File: config.mk
export PLATFORM = sky130hd
export DESIGN_NAME = dac_spi_multi_flat
export DESIGN_NICKNAME = d
export VERILOG_FILES = /design/src/rtl/dac_spi_multi_if.sv /design/src/rtl/dac_spi_multi.sv /design/src/flat_wrapper.sv
export SDC_FILE = /design/constraint.sdc
export NUM_CORES = 1
export LEC_CHECK = 0
export ABC_AREA = 0
export CAP_MARGIN = 30
export CORE_ASPECT_RATIO = 1.75
export CORE_MARGIN = 2
export CORE_UTILIZATION = 54
export DETAILED_ROUTE_END_ITERATION = 6
export PLACE_DENSITY = 0.86
export SYNTH_ARGS = -nofsm -noshare
export SYNTH_HDL_FRONTEND = slang
export SYNTH_SLANG_ARGS = --single-unit
File: constraint.sdc
create_clock -name clk -period 10.1 [get_ports clk]
set_input_delay 2.02 -clock clk [delete_from_list [all_inputs] [get_ports clk]]
set_output_delay 2.02 -clock clk [all_outputs]
set_load 0.05 [all_outputs]
File: src/rtl/dac_spi_multi_if.sv
// Bus bundle for the N-channel serial DAC write engine: request side from the
// CNN edge datapath and the shared/per-channel pins toward the DAC array.
interface dac_spi_multi_if #(
  parameter int N_CH = 4,
  parameter int DW   = 16
);
  logic                 start;
  logic [N_CH*DW-1:0]   data;
  logic [N_CH-1:0]      ch_en;
  logic                 auto_ldac;
  logic                 ldac_req;
  logic                 busy;
  logic                 done;
  logic                 sck;
  logic                 dac_cs;
  logic [N_CH-1:0]      sdi;
  logic [N_CH-1:0]      ldac;

  modport master (
    output start, data, ch_en, auto_ldac, ldac_req,
    input  busy, done, sck, dac_cs, sdi, ldac
  );

  modport slave (
    input  start, data, ch_en, auto_ldac, ldac_req,
    output busy, done, sck, dac_cs, sdi, ldac
  );
endinterface

File: src/rtl/dac_spi_multi.sv
// N-channel parallel serial DAC writer: one DW-bit word per channel shifted
// MSB first on its own sdi line, shared sck/dac_cs, per-channel ldac strobes
// with optional deferred (broadcast) load of the last written channel set.
module dac_spi_multi #(
  parameter int N_CH    = 4,
  parameter int DW      = 16,
  parameter int CLK_DIV = 4,
  parameter int LDAC_W  = 2
) (
  input  logic            clk,
  input  logic            rst_n,
  dac_spi_multi_if.slave  bus
);

  localparam logic [2:0] S_IDLE     = 3'd0;
  localparam logic [2:0] S_CS_SETUP = 3'd1;
  localparam logic [2:0] S_SHIFT    = 3'd2;
  localparam logic [2:0] S_CS_HOLD  = 3'd3;
  localparam logic [2:0] S_LDAC     = 3'd4;
  localparam logic [2:0] S_DONE     = 3'd5;

  // One counter serves every timed phase; the longest is a full bit period.
  localparam int CNT_MAX = (2 * CLK_DIV > LDAC_W) ? 2 * CLK_DIV : LDAC_W;
  localparam int CNT_W   = (CNT_MAX > 1) ? $clog2(CNT_MAX) : 1;
  localparam int BIT_W   = (DW > 1) ? $clog2(DW) : 1;

  localparam logic [CNT_W-1:0] CNT_EDGE = CNT_W'(CLK_DIV - 1);
  localparam logic [CNT_W-1:0] CNT_HALF = CNT_W'(CLK_DIV);
  localparam logic [CNT_W-1:0] CNT_BIT  = CNT_W'(2 * CLK_DIV - 1);
  localparam logic [CNT_W-1:0] CNT_LDAC = CNT_W'(LDAC_W - 1);
  localparam logic [BIT_W-1:0] BIT_LAST = BIT_W'(DW - 1);

  logic [2:0]       state;
  logic [CNT_W-1:0] cnt;
  logic [BIT_W-1:0] bit_cnt;
  logic [N_CH-1:0]  mask;
  logic             auto_lat;
  logic [DW-1:0]    word [N_CH];

  logic             accept_write;
  logic             frame;
  logic             bit_end;
  logic [N_CH-1:0]  sdi_c;
  logic [N_CH-1:0]  ldac_c;

  assign accept_write = bus.start && (bus.ch_en != '0);
  assign frame        = (state == S_CS_SETUP) || (state == S_SHIFT) || (state == S_CS_HOLD);
  assign bit_end      = (state == S_SHIFT) && (cnt == CNT_BIT);

  // Control FSM: phase sequencing, bit counting and latching of the load mask.
  always_ff @(posedge clk or negedge rst_n) begin
    if (!rst_n) begin
      state    <= S_IDLE;
      cnt      <= '0;
      bit_cnt  <= '0;
      mask     <= '0;
      auto_lat <= 1'b0;
    end else begin
      case (state)
        S_IDLE: begin
          cnt     <= '0;
          bit_cnt <= '0;
          if (bus.start) begin
            // An empty channel set completes without touching the bus or mask.
            if (accept_write) begin
              mask     <= bus.ch_en;
              auto_lat <= bus.auto_ldac;
              state    <= S_CS_SETUP;
            end else begin
              state <= S_DONE;
            end
          end else if (bus.ldac_req) begin
            state <= S_LDAC;
          end
        end
        S_CS_SETUP: begin
          if (cnt == CNT_EDGE) begin
            cnt   <= '0;
            state <= S_SHIFT;
          end else begin
            cnt <= cnt + 1'b1;
          end
        end
        S_SHIFT: begin
          if (cnt == CNT_BIT) begin
            cnt <= '0;
            if (bit_cnt == BIT_LAST) begin
              bit_cnt <= '0;
              state   <= S_CS_HOLD;
            end else begin
              bit_cnt <= bit_cnt + 1'b1;
            end
          end else begin
            cnt <= cnt + 1'b1;
          end
        end
        S_CS_HOLD: begin
          if (cnt == CNT_EDGE) begin
            cnt   <= '0;
            state <= auto_lat ? S_LDAC : S_DONE;
          end else begin
            cnt <= cnt + 1'b1;
          end
        end
        S_LDAC: begin
          if (cnt == CNT_LDAC) begin
            cnt   <= '0;
            state <= S_DONE;
          end else begin
            cnt <= cnt + 1'b1;
          end
        end
        S_DONE: begin
          cnt   <= '0;
          state <= S_IDLE;
        end
        default: begin
          cnt     <= '0;
          bit_cnt <= '0;
          state   <= S_IDLE;
        end
      endcase
    end
  end

  // Word shift registers: load on accept, advance as sck falls (last bit held).
  always_ff @(posedge clk) begin
    for (int i = 0; i < N_CH; i++) begin
      if ((state == S_IDLE) && accept_write)
        word[i] <= bus.data[i*DW +: DW];
      else if (bit_end && (bit_cnt != BIT_LAST))
        word[i] <= word[i] << 1;
    end
  end

  // Pin decode: sdi gated by frame and mask so reset or idle forces it low.
  always_comb begin
    sdi_c  = '0;
    ldac_c = '1;
    for (int i = 0; i < N_CH; i++) begin
      sdi_c[i]  = frame && mask[i] && word[i][DW-1];
      ldac_c[i] = !((state == S_LDAC) && mask[i]);
    end
  end

  assign bus.sdi    = sdi_c;
  assign bus.ldac   = ldac_c;
  assign bus.busy   = (state != S_IDLE);
  assign bus.done   = (state == S_DONE);
  assign bus.sck    = (state == S_SHIFT) && (cnt >= CNT_HALF);
  assign bus.dac_cs = !frame;

endmodule

File: src/flat_wrapper.sv
// flat-port wrapper written by rule: the top's interface ports become plain ports
module dac_spi_multi_flat 
#(
  parameter int N_CH    = 4,
  parameter int DW      = 16,
  parameter int CLK_DIV = 4,
  parameter int LDAC_W  = 2
)
  (clk, rst_n, bus_start, bus_data, bus_ch_en, bus_auto_ldac, bus_ldac_req, bus_busy, bus_done, bus_sck, bus_dac_cs, bus_sdi, bus_ldac);
  dac_spi_multi_if #(.N_CH(N_CH), .DW(DW)) bus_i ();
  input  logic clk;
  input  logic rst_n;
  input wire logic [$bits(bus_i.start)-1:0] bus_start;
  input wire logic [$bits(bus_i.data)-1:0] bus_data;
  input wire logic [$bits(bus_i.ch_en)-1:0] bus_ch_en;
  input wire logic [$bits(bus_i.auto_ldac)-1:0] bus_auto_ldac;
  input wire logic [$bits(bus_i.ldac_req)-1:0] bus_ldac_req;
  output wire logic [$bits(bus_i.busy)-1:0] bus_busy;
  output wire logic [$bits(bus_i.done)-1:0] bus_done;
  output wire logic [$bits(bus_i.sck)-1:0] bus_sck;
  output wire logic [$bits(bus_i.dac_cs)-1:0] bus_dac_cs;
  output wire logic [$bits(bus_i.sdi)-1:0] bus_sdi;
  output wire logic [$bits(bus_i.ldac)-1:0] bus_ldac;
  assign bus_i.start = bus_start;
  assign bus_i.data = bus_data;
  assign bus_i.ch_en = bus_ch_en;
  assign bus_i.auto_ldac = bus_auto_ldac;
  assign bus_i.ldac_req = bus_ldac_req;
  assign bus_busy = bus_i.busy;
  assign bus_done = bus_i.done;
  assign bus_sck = bus_i.sck;
  assign bus_dac_cs = bus_i.dac_cs;
  assign bus_sdi = bus_i.sdi;
  assign bus_ldac = bus_i.ldac;
  dac_spi_multi #(.N_CH(N_CH), .DW(DW), .CLK_DIV(CLK_DIV), .LDAC_W(LDAC_W)) u_core (.clk(clk), .rst_n(rst_n), .bus(bus_i));
endmodule
==> out/metrics.yaml <==
fp.coreArea_sq_um: 6490
ys_seq_area_frac: 0.631
cts_buffers: 9
clkLatencyLatePin_ns: 0.34
detail_route.iter0.violations: 346
antenna_found_initial: 0
worst_path_dominant_cell_family: "buffers and inverters"
ys_types: 39
cts_resized: 0
path_cells: "nor2_1 -> nor2_1 -> and3_1 -> clkdlybuf4s50_1"
clk_path_buf_depth: 2
critPathCaptureType: "output port"
hpwlAfterDp_um: 5190
synthCells: 345
drv_cap: 0
path_common_cell: "nor2_1"
synthTopCellsByArea: "edfxtp_1, nand2_1, dfrtp_1"
min_period_over_period: 0.443
cts_setup_buffers: 0
slew_viol_final: 0
holdWs_ns: 0.479
grt_pass1_vias: 2781
fillers: 446
ctsHoldBuffers: 0
io_pins: 85
grtUsageTotal: 0.235
viasPerCell: 5.38
drc: 0
fin_tns_setup_ns: 0
synth_area_sq_um: 3620
clk_pin_slew_ns: 0.06
status: "finished, final reports clean"
place.port_buffers: 84
synth_top_flop_cell: "edfxtp_1"
nets: 504
cp.arrival_ns: 2.46
ant_nets: 0
finalHoldViolCount: 0
path_buf_inv: 1
yosysMostFrequentCell: "nand2_1"
ys_seq_elements: 79
ff2ff_setup_slack_ns: 6.95
via_count: 2756
crit_path_max_fanout: 16
synth_edf_count: 63
drive_above_1_share: 0.0465
yosys.area.top_type: "edfxtp_1"
die_x_um: 65.9
fmax_mhz: 223
die_h_um: 112
diodes: 0
tightest_slew_ns: 0.857
synth-async-reset-ratio: 0.190
synth.avg_cell_area_sq_um: 10.5
numClockSinks: 79
grt_max_degree: 64
peakVddDrop_mv: 0.146
yosys_warnings: 0
cpMaxStageDelayCell: "clkdlybuf4s50_1"
grt_pass1_wl_um: 13000
h-tree-depth: 3
place_area_sq_um: 4510
start_util: 0.559
area_growth_pct: 33.2
clock-root-buffer: "clkbuf_16"
die_area_sq_um: 7410
p_leak_nw: 2.00
first_pass_iters: 4
period_minus_slack_ns: 4.48
cts_tree: "built"
design_area_sq_um: 4830
crit_type: "flop to output port"
rsz0062_at_grt: "false"
power_per_cell_area_nw_per_um2: 229
crit_path_max_incr_delay_ns: 0.80
wirelength_um: 7900
critPathLaunchType: "flop"
max_slew_margin: 0.429
synth_common_cells: "nand2_1, edfxtp_1, a22o_1"
std_cell_rows: 39
hold_class: "flop to flop"
crit_required_ns: 8.08
synth_top_cell_area_share: 0.522
setup_viol: 0
syn_nets: 424
routabilityCongestion: 0.827
routedWlPerCell_um: 15.4
grt_overflow: 0
skew_ns: 0.00457
## worst register-to-register path: cells and delay by family, from the launching register on
| kind | cells | cell delay [ns] |
|---|---|---|
| buffers and inverters | 1 | 0.62 |
| DFF | 1 | 0.59 |
| and+or+nand+nor | 3 | 1.52 |
## where the power goes
group | switching (mW) | total, mW | internal, mW | leakage, nW
Combinational | 0.165 | 0.270 | 0.105 | 1.05
Clock | 0.121 | 0.343 | 0.222 | 0.154
Sequential | 0.0498 | 0.491 | 0.442 | 0.790
Total | 0.335 | 1.10 | 0.769 | 2.00
## logic make-up (layout without fill, tap and decap cells)
family                     after synthesis  count (layout)  share of synthesized area
AOI/OAI and AO/OA                       38              38                     0.0839
DFF                                     79              79                      0.631
buffers and inverters                   25             110                     0.0304
muxes                                    3               3                    0.00863
adders and majority gates                6               6                     0.0207
and+or+nand+nor                        194             194                      0.225
## sequential cells by signal, summed over array words and instances (netlist names)
name	count
u_core.auto_lat	1
u_core.mask	4
u_core.cnt	3
u_core.state	3
u_core.bit_cnt	4
u_core.word	64
## per-layer routing
metal  global-route usage  share of wire  vias up
met3               0.0571          0.038       20
met2                0.383           0.55       92
met5                    0              0        -
met1                0.290           0.38     1297
li1                     -              -     1347
met4                0.110          0.034        0
## cells in the final DEF (no fill, tap or decap), types with 2 or more instances in the layout
cell and instances:
clkdlybuf4s50_1 84, inv_1 8, nor2_1 8, o221ai_1 2
bufinv_16 2, o21ai_0 2, o22ai_1 2, clkbuf_1 2
nor3_1 3, ha_1 6, nor3b_1 2, nand2_1 156
mux2i_1 2, nand3b_1 2, buf_4 2, nand2b_1 3
edfxtp_1 63, and3_1 7, clkbuf_16 9, a21oi_1 2
o31ai_1 2, dfrtp_1 15, a22o_1 18, and2_1 5
## path summary, 6_finish.rpt
| kind | start | end | cells past startpoint |
|---|---|---|---|
| max in group asynchronous | rst_n | u_core.cnt[0]$_DFF_PN0_ | 1 |
| min in group asynchronous | rst_n | u_core.mask[2]$_DFFE_PN0P_ | 1 |
| worst min register to register | u_core.word[2][0]$_SDFFE_PN0N_ | u_core.word[2][0]$_SDFFE_PN0N_ | 2 |
| worst min-delay path | u_core.word[2][0]$_SDFFE_PN0N_ | u_core.word[2][0]$_SDFFE_PN0N_ | 2 |
| worst max-delay path | u_core.state[0]$_DFFE_PN0P_ | bus_sdi[0] | 4 |
| worst max register to register | u_core.state[1]$_DFFE_PN0P_ | u_core.word[3][5]$_DFFE_PP_ | 4 |
## metrics by stage
| step | power [mW] | instances | worst slack, ns | utilization |
|---|---|---|---|---|
| 2_1_floorplan | 0.663 | 345 | 5.59 | - |
| 3_3_place_gp | 0.750 | 496 | 5.77 | 0.695 |
| 3_5_place_dp | 0.761 | 496 | 5.63 | 0.695 |
| 4_1_cts | 1.11 | 512 | 5.61 | 0.744 |
| 5_1_grt | 1.16 | 512 | 5.46 | 0.744 |
| 6_report | 1.10 | 512 | 5.62 | 0.744 |
## cell type report
type / instances / area, sq um / share of cell area
clock buffer: 12 / 246 / 0.0510
clock inverter: 4 / 68.8 / 0.0143
inverter: 8 / 30.0 / 0.00622
multi-input combinational: 241 / 1240 / 0.256
sequential: 79 / 2290 / 0.474
tap: 82 / 103 / 0.0212
timing repair buffer: 86 / 856 / 0.177
(Power assumes the default switching activity.)
